[config.mk]
export PLATFORM = sky130hd
export DESIGN_NAME = instr_encoder
export DESIGN_NICKNAME = d
export VERILOG_FILES = /design/src/rtl/instr_encoder_pkg.sv /design/src/rtl/instr_encoder_imm_scatter.sv /design/src/rtl/instr_encoder.sv
export SDC_FILE = /design/constraint.sdc
export NUM_CORES = 1
export LEC_CHECK = 0
export BUFFER_PORTS_ARGS = -buffer_cell sky130_fd_sc_hd__buf_2
export CAP_MARGIN = 30
export CORE_ASPECT_RATIO = 0.6
export CORE_MARGIN = 2
export CORE_UTILIZATION = 50
export DETAILED_ROUTE_END_ITERATION = 8
export GPL_TIMING_DRIVEN = 0
export PLACE_DENSITY = 0.91
export SLEW_MARGIN = 20
export SYNTH_ARGS = -nofsm -noshare
export SYNTH_HDL_FRONTEND = slang
export SYNTH_SLANG_ARGS = --single-unit
[constraint.sdc]
create_clock -name clk -period 4.5 [get_ports clk]
set_input_delay 0.675 -clock clk [delete_from_list [all_inputs] [get_ports clk]]
set_output_delay 0.675 -clock clk [all_outputs]
set_load 0.02 [all_outputs]
[src/rtl/instr_encoder_pkg.sv]
// Shared format codes, immediate range limits and opcodes so the encoder and
// the core's decoder agree on RV32I instruction layout.
package instr_encoder_pkg;

   typedef enum logic [2:0] {
      FMT_R = 3'd0,
      FMT_I = 3'd1,
      FMT_S = 3'd2,
      FMT_B = 3'd3,
      FMT_U = 3'd4,
      FMT_J = 3'd5
   } fmt_e;

   localparam int IMM12_MIN = -2048;
   localparam int IMM12_MAX = 2047;
   localparam int IMM13_MIN = -4096;
   localparam int IMM13_MAX = 4094;
   localparam int IMM21_MIN = -(1 << 20);
   localparam int IMM21_MAX = (1 << 20) - 2;

   localparam logic [6:0] OPCODE_LUI    = 7'b0110111;
   localparam logic [6:0] OPCODE_AUIPC  = 7'b0010111;
   localparam logic [6:0] OPCODE_JAL    = 7'b1101111;
   localparam logic [6:0] OPCODE_JALR   = 7'b1100111;
   localparam logic [6:0] OPCODE_BRANCH = 7'b1100011;
   localparam logic [6:0] OPCODE_LOAD   = 7'b0000011;
   localparam logic [6:0] OPCODE_STORE  = 7'b0100011;
   localparam logic [6:0] OPCODE_OP_IMM = 7'b0010011;
   localparam logic [6:0] OPCODE_OP     = 7'b0110011;

   localparam logic [31:0] NOP_INSTR = 32'h0000_0013;

   function automatic logic fmt_legal(input logic [2:0] fmt);
      return fmt <= FMT_J;
   endfunction

   function automatic logic imm_in_range(input logic [31:0] imm, input int lo, input int hi);
      int v;
      v = int'(imm);
      return (v >= lo) && (v <= hi);
   endfunction

endpackage

[src/rtl/instr_encoder_imm_scatter.sv]
// Places the immediate bits of one RV32I format into their instruction bit
// positions and flags immediates that the format cannot represent.
module imm_scatter
   import instr_encoder_pkg::*;
(
   input  logic [2:0]  fmt,
   input  logic [31:0] imm,
   output logic [31:0] placed,
   output logic        range_err
);

   always_comb begin
      // NOTE: every output gets a default before the case so no path can leave it unassigned and infer a latch.
      placed    = '0;
      range_err = 1'b0;
      case (fmt)
         FMT_I: begin
            placed    = {imm[11:0], 20'b0};
            range_err = !imm_in_range(imm, IMM12_MIN, IMM12_MAX);
         end
         FMT_S: begin
            placed    = {imm[11:5], 13'b0, imm[4:0], 7'b0};
            range_err = !imm_in_range(imm, IMM12_MIN, IMM12_MAX);
         end
         FMT_B: begin
            placed    = {imm[12], imm[10:5], 13'b0, imm[4:1], imm[11], 7'b0};
            range_err = !imm_in_range(imm, IMM13_MIN, IMM13_MAX) || imm[0];
         end
         FMT_U: begin
            placed    = {imm[31:12], 12'b0};
            range_err = |imm[11:0];
         end
         FMT_J: begin
            placed    = {imm[20], imm[10:1], imm[11], imm[19:12], 12'b0};
            range_err = !imm_in_range(imm, IMM21_MIN, IMM21_MAX) || imm[0];
         end
         default: ;  // R carries no immediate; illegal formats are handled by the caller
      endcase
   end

endmodule

[src/rtl/instr_encoder.sv]
// Packs instruction fields into an RV32I word and streams it out with a
// sequential word address through a single registered valid/ready stage.
module instr_encoder
   import instr_encoder_pkg::*;
#(
   parameter int ADDR_W     = 8,
   parameter int START_ADDR = 0
) (
   input  logic              clk,
   input  logic              rst,
   input  logic              flush,
   input  logic              in_valid,
   output logic              in_ready,
   input  logic [2:0]        in_fmt,
   input  logic [6:0]        in_opcode,
   input  logic [4:0]        in_rd,
   input  logic [4:0]        in_rs1,
   input  logic [4:0]        in_rs2,
   input  logic [2:0]        in_funct3,
   input  logic [6:0]        in_funct7,
   input  logic [31:0]       in_imm,
   output logic              out_valid,
   input  logic              out_ready,
   output logic [31:0]       out_instr,
   output logic [ADDR_W-1:0] out_addr,
   output logic              out_err,
   output logic [7:0]        err_cnt
);

   logic [31:0] placed;
   logic        range_err;
   logic [31:0] fields;
   logic [31:0] next_instr;
   logic        next_err;
   logic        accept;
   logic        out_hs;

   imm_scatter u_imm_scatter (
      .fmt       (in_fmt),
      .imm       (in_imm),
      .placed    (placed),
      .range_err (range_err)
   );

   // Register fields per format; immediate bit positions are zero here and
   // filled by the scatter, so the two can simply be OR-ed together.
   always_comb begin
      fields = '0;
      case (in_fmt)
         FMT_R:        fields = {in_funct7, in_rs2, in_rs1, in_funct3, in_rd, in_opcode};
         FMT_I:        fields = {12'b0, in_rs1, in_funct3, in_rd, in_opcode};
         FMT_S, FMT_B: fields = {7'b0, in_rs2, in_rs1, in_funct3, 5'b0, in_opcode};
         FMT_U, FMT_J: fields = {20'b0, in_rd, in_opcode};
         default:      fields = NOP_INSTR;
      endcase
   end

   assign next_instr = fields | placed;
   assign next_err   = !fmt_legal(in_fmt) || range_err;

   assign in_ready = !flush && (!out_valid || out_ready);
   assign accept   = in_valid && in_ready;
   assign out_hs   = out_valid && out_ready;

   always_ff @(posedge clk) begin
      // NOTE: state registers use non-blocking assignments so every flop samples pre-edge values.
      if (rst) begin
         out_valid <= 1'b0;
         out_instr <= '0;
         out_addr  <= ADDR_W'(START_ADDR);
         out_err   <= 1'b0;
         err_cnt   <= '0;
      end else if (flush) begin
         out_valid <= 1'b0;
         out_addr  <= ADDR_W'(START_ADDR);
      end else begin
         if (out_hs) begin
            out_addr <= out_addr + 1'b1;
         end
         if (accept) begin
            out_valid <= 1'b1;
            out_instr <= next_instr;
            out_err   <= next_err;
            if (next_err && (err_cnt != 8'hFF)) begin
               err_cnt <= err_cnt + 8'd1;
            end
         end else if (out_hs) begin
            out_valid <= 1'b0;
         end
      end
   end

endmodule

## Yosys cells after proc, flatten, opt, wreduce, memory -nomap -nowiden

Index checks and enable logic that the tools add are counted.

- Bits in registers: 50
- Input port bits: 72
- Output and inout bits: 51
- Word-level logic and storage cells: 53

- Add/subtract/negate cells: 2
- $lt $le $gt $ge: 7
- Eq/ne operators: 6
- Multiplexer cells: 5
- Bitwise gates (word level): 2
- Reduce and logical (&&, ||, !) cells: 26

Operator list:

| kind | number |
|---|---|
| case mux 32 bit (5 select lines) | 1 |
| case mux 32 bit (4 select lines) | 1 |
| >= comparator 32 x 12 -> 1 bit, second input constant | 1 |
| >= comparator 32 x 13 -> 1 bit, second input constant | 1 |
| >= comparator 32 x 21 -> 1 bit, second input constant | 1 |
| <= comparator 32 x 12 -> 1 bit, second input constant | 1 |
| <= comparator 32 x 13 -> 1 bit, second input constant | 1 |
| <= comparator 32 x 21 -> 1 bit, second input constant | 1 |
| bitwise OR 32 bit | 1 |
| adder 8 x 1 -> 8 bit, second input constant | 2 |
| OR reduction 12 bit | 1 |
| != test 8 bit, second input constant | 1 |
| OR reduction 2 bit | 4 |
| logical AND 1 bit | 7 |
| equality test 3 x 2 -> 1 bit, second input constant | 2 |
| equality test 3 bit, second input constant | 2 |
| zero test 1 bit | 6 |
| logical OR 1 bit | 4 |
| case mux 1 bit (4 select lines) | 1 |
| equality test 3 x 1 -> 1 bit, second input constant | 1 |
| <= comparator 3 bit, second input constant | 1 |
| zero test 3 bit | 1 |
| AND reduction 3 bit | 1 |
| 2-to-1 mux 1 bit | 2 |
| 3 further kinds | 3 |

## Depth between registers and ports, before layout

- Depth in word-level cells: 8
- Depth in mapped cells: 8
- Depth with buffers taken out: 7

## Cells and area by module

A second synthesis with hierarchy kept.

- Cells, all modules: 345
- Area, all modules: 2686.3 µm²

By module, submodules not included:

| module | times used | cells an instance | area each (µm²) | sequential area each (µm²) |
|---|---|---|---|---|
| instr_encoder | 1 | 244 | 2057.0 | 1001.0 |
| imm_scatter | 1 | 101 | 629.4 | 0.0 |

## Worst setup path before layout

Ideal clock, no wire load.

- Path kind: input-to-reg
- Start: input port out_ready
- End: register err_cnt[4]
- Library setup time: 123 ps
- Data arrival time: 2331 ps
- Data required time: 4377 ps
- Path slack: 2046 ps
- Stages on the path: 8
- Path buffers: 1
- Cell sequence: nor2b_1 > nor2_1 > and2_1 > clkbuf_1 > o311ai_0 > a21oi_4 > nand4_1 > mux2_1

- Cells in the longest elaborated chain, start to end: 4

Ends and longest elaborated chain:

| what | RTL line | text |
|---|---|---|
| from (decl) | instr_encoder.sv:23 | `input logic out_ready,` |
| logical OR 1 bit | instr_encoder.sv:61 | `assign in_ready = !flush && (!out_valid \|\| out_ready);` |
| logical AND 1 bit | instr_encoder.sv:61 |  |
| via in_ready | instr_encoder.sv:13 | `output logic in_ready,` |
| logical AND 1 bit | instr_encoder.sv:62 | `assign accept = in_valid && in_ready;` |
| AND reduction 3 bit (no line) | n/a |  |
| to (signal assigned) | instr_encoder.sv:85 | `err_cnt <= err_cnt + 8'd1;` |
| to (decl) | instr_encoder.sv:27 | `output logic [7:0] err_cnt` |

The timed path passes the listed nets, and every way through them passes these cells.
A chain may end at the register's enable or synchronous reset.

## Worst setup path in the final report

- Start: input port in_imm[5]
- End: register err_cnt[6]

- Cells in the longest elaborated chain, start to end: 8
- Elaborated cells between the ends (all ways): 19
- Classes of those cells: 6 x order compare; 1 x mux; 12 x reduce/logical

Ends and longest elaborated chain:

| what | RTL line | text |
|---|---|---|
| from (decl) | instr_encoder.sv:21 | `input logic [31:0] in_imm,` |
| >= comparator 32 x 21 -> 1 bit, or another cell as far along | instr_encoder_pkg.sv:40 | `return (v >= lo) && (v <= hi);` |
| logical AND 1 bit | instr_encoder_pkg.sv:40 |  |
| zero test 1 bit (on tied branches) | instr_encoder_imm_scatter.sv:35, instr_encoder_imm_scatter.sv:27 |  |
| logical OR 1 bit (on tied branches) | instr_encoder_imm_scatter.sv:35, instr_encoder_imm_scatter.sv:27 |  |
| case mux 1 bit (4 select lines) * | instr_encoder_imm_scatter.sv:16 | `case (fmt)` |
| logical OR 1 bit * | instr_encoder.sv:59 | `assign next_err = !fmt_legal(in_fmt) \|\| range_err;` |
| logical AND 1 bit * | instr_encoder.sv:84 | `if (next_err && (err_cnt != 8'hFF)) begin` |
| AND reduction 3 bit (no line) * | n/a |  |

Every way passes the cells marked *; elsewhere a longest branch is shown, timed or not.

==> impl_metrics.yaml <==
outcome:
  status: "complete, no violations"
yosys:
  synth_seq_cells: 50
  yosys.cell_types.count: 39
  syn_avg_cell_area_sq_um: 8.22
  synth_top_area_share: 0.386
  netlist_top_cells_area: "dfxtp_1, nor2_1, a221oi_1, nor3_1, nand4_1"
  yosysSeqAreaShare: 0.386
  syn-num-nets: 390
  ys.flop_type: "dfxtp_1"
  yosysTopAreaCell: "dfxtp_1"
  synth_edf_count: 0
  synth.yosys.warnings: 0
  async_flop_share: 0
  syn_area_sq_mm: 0.00260
  synthCells: 316
power_and_ir_drop:
  power_mw: 0.974
  p_leak_nw: 1.48
  ir_drop_v: 0.000177
  p_per_area_mw_per_mm2: 289
routing:
  drtIter0Drc: 202
  wl_per_cell_microns: 16.1
  drtPass1Iterations: 5
  drt_wl_total_microns: 8190
  num_vias: 3005
  drc: 0
  antenna_left: 0
  viasPerCell: 5.92
worst_setup_path:
  arrival_ps: 2580
  worstPathMaxFanout: 10
  critPathSlowestCell: "or3_1"
  worst-r2r-setup-slack_ps: 2340
  cp-end-kind: "flip-flop"
  r2r-end: "err_cnt[6]"
  r2r.worst_path.cells: 8
  timing.rr.start: "out_valid"
  crit_type: "primary input to flip-flop"
  cpMostUsedCell: "nand4_1"
  cp_cell_sequence: "buf_2 > nand4_1 > or3_1 > a221oi_2 > o32ai_2 > a21oi_4 > nand4_1 > mux2_1"
  critPathMaxStageDelay_ps: 420
  start_kind: "primary input"
  cp.required_ps: 4720
timing:
  clock_skew_ps: 9.88
  setup_viol: 0
  worst_pin_slew_ps: 576
  finalHoldViolCount: 0
  clock.fmax_mhz: 423
  final.min_clock_period_ps: 2360
  fin_ws_ps: 2140
  rsz0062_at_grt: "no"
  fin_hold_ws_ps: 471
  period_share: 0.525
  setup_tns_ps: 0
  slew_viol_final: 0
  relSlewSlack: 0.611
clocking:
  holdBufCountCts: 0
  path_clk_slew_ps: 110
  clkLatencyLatePin_ps: 320
  clock_sink_count: 50
  cts_setup_buffers: 0
  numCtsBuffers: 5
  cts_buffer_depth: 2
  htreeDepth: 2
  clock-root-buffer: "clkbuf_8"
  cts_tree: "yes"
  post_cts_resized: 0
floorplan:
  num_io_pins: 123
  core.rowCount: 20
  coreArea_sq_mm: 0.00503
  die_y_microns: 59.8
  die_area_sq_mm: 0.00580
  start_util: 0.516
  die_w_microns: 97.0
global_route:
  grt_antenna_before_repair: 0
  grt_max_degree: 19
  grt_pass1_vias: 2713
  grt_usage: 0.281
  grt_first_pass_wirelength_microns: 13000
  grt-ovfl-total: 0
layout:
  n_fill_cell: 449
  utilization: 0.669
  antenna_cells: 0
  final_nets: 515
  mostFrequentLayoutCell: "buf_2"
  drive_gt1_frac: 0.314
  final_area_sq_mm: 0.00337
  area_delta_synth_final_pct: 29.7
  layout.cells.non_filler: 508
  layout_common_cells: "buf_2, nor2_1, dfxtp_1"
min_path:
  hold_depth: 2
  hold_class: "flip-flop to flip-flop"
  min-delay-start: "out_instr[6]"
  hold_end: "out_instr[6]"
placement:
  pre_cts_ws_ps: 1830
  dpl.cell_count: 500
  dpl.hpwl_microns: 6320
  placed_area_sq_mm: 0.00327
  port_buffers: 118
  gp_congestion: 0.954
flow_run:
  drv_cap: 0
## power breakdown
| group | leakage [nW] | switching [mW] | internal (mW) |
|---|---|---|---|
| logic | 1.02 | 0.129 | 0.0797 |
| registers | 0.409 | 0.0112 | 0.463 |
| clock network | 0.0502 | 0.175 | 0.116 |
## area by class of cell
type                            count  area (sq um)  area share
Multi-Input combinational cell    237          1460       0.433
Sequential cell                    50          1000       0.297
Timing Repair Buffer              118           591       0.175
Buffer                             25           124      0.0368
Tap cell                           66          82.6      0.0245
Clock buffer                        5          68.8      0.0204
Clock inverter                      3          28.8     0.00855
Inverter                            4          15.0     0.00446
## Yosys cell counts (4+ instances only)
cell and count:
nand3_1 7, nor2b_1 5, xor2_1 4, nand2_1 13, a22o_1 4, o221ai_1 7
a22oi_1 12, and2_1 4, a21oi_1 12, nor2_1 55, nor3_1 27, mux2_1 4
o21ai_0 9, clkbuf_1 20, mux2i_1 5, inv_1 4, nand4_1 15, nor4_1 8
dfxtp_1 50, a221oi_1 17
## logic make-up after synthesis
family	synth area share
and+or+nand+nor	0.267
AOI/OAI and AO/OA	0.220
DFF	0.386
buffers and inverters	0.0535
muxes	0.0410
xor gates and xnor gates	0.0236
adders and majority gates	0.00964
## worst max path at each step
stage | startpoint | to | slack [ps]
after CTS | in_imm[5] | err_cnt[5] | 2170
after global routing | in_imm[5] | err_cnt[6] | 2040
after floorplan | out_ready | err_cnt[4] | 2050
after global placement | in_imm[5] | err_cnt[5] | 1880
after detailed placement | in_imm[5] | err_cnt[5] | 1830
final | in_imm[5] | err_cnt[6] | 2140
## registers in the layout (all words and copies together), names as in the netlist
| name | cells |
|---|---|
| out_err | 1 |
| err_cnt | 8 |
| out_instr | 32 |
| out_addr | 8 |
| out_valid | 1 |
## worst max-delay path, delay by kind of cell
family | cells | cell delay (ps)
mux | 1 | 330
buf+inv | 1 | 120
compound gates | 3 | 750
simple gates | 3 | 710
## layer usage
layer | share of wire | global-route usage | up-vias
met2 | 0.44 | 0.453 | 155
met3 | 0.090 | 0.0620 | 15
li1 | - | - | 1434
met4 | 0.015 | 0.0885 | 0
met1 | 0.45 | 0.383 | 1401
met5 | 0 | 0 | -
Power figures use the tool's default switching activity.
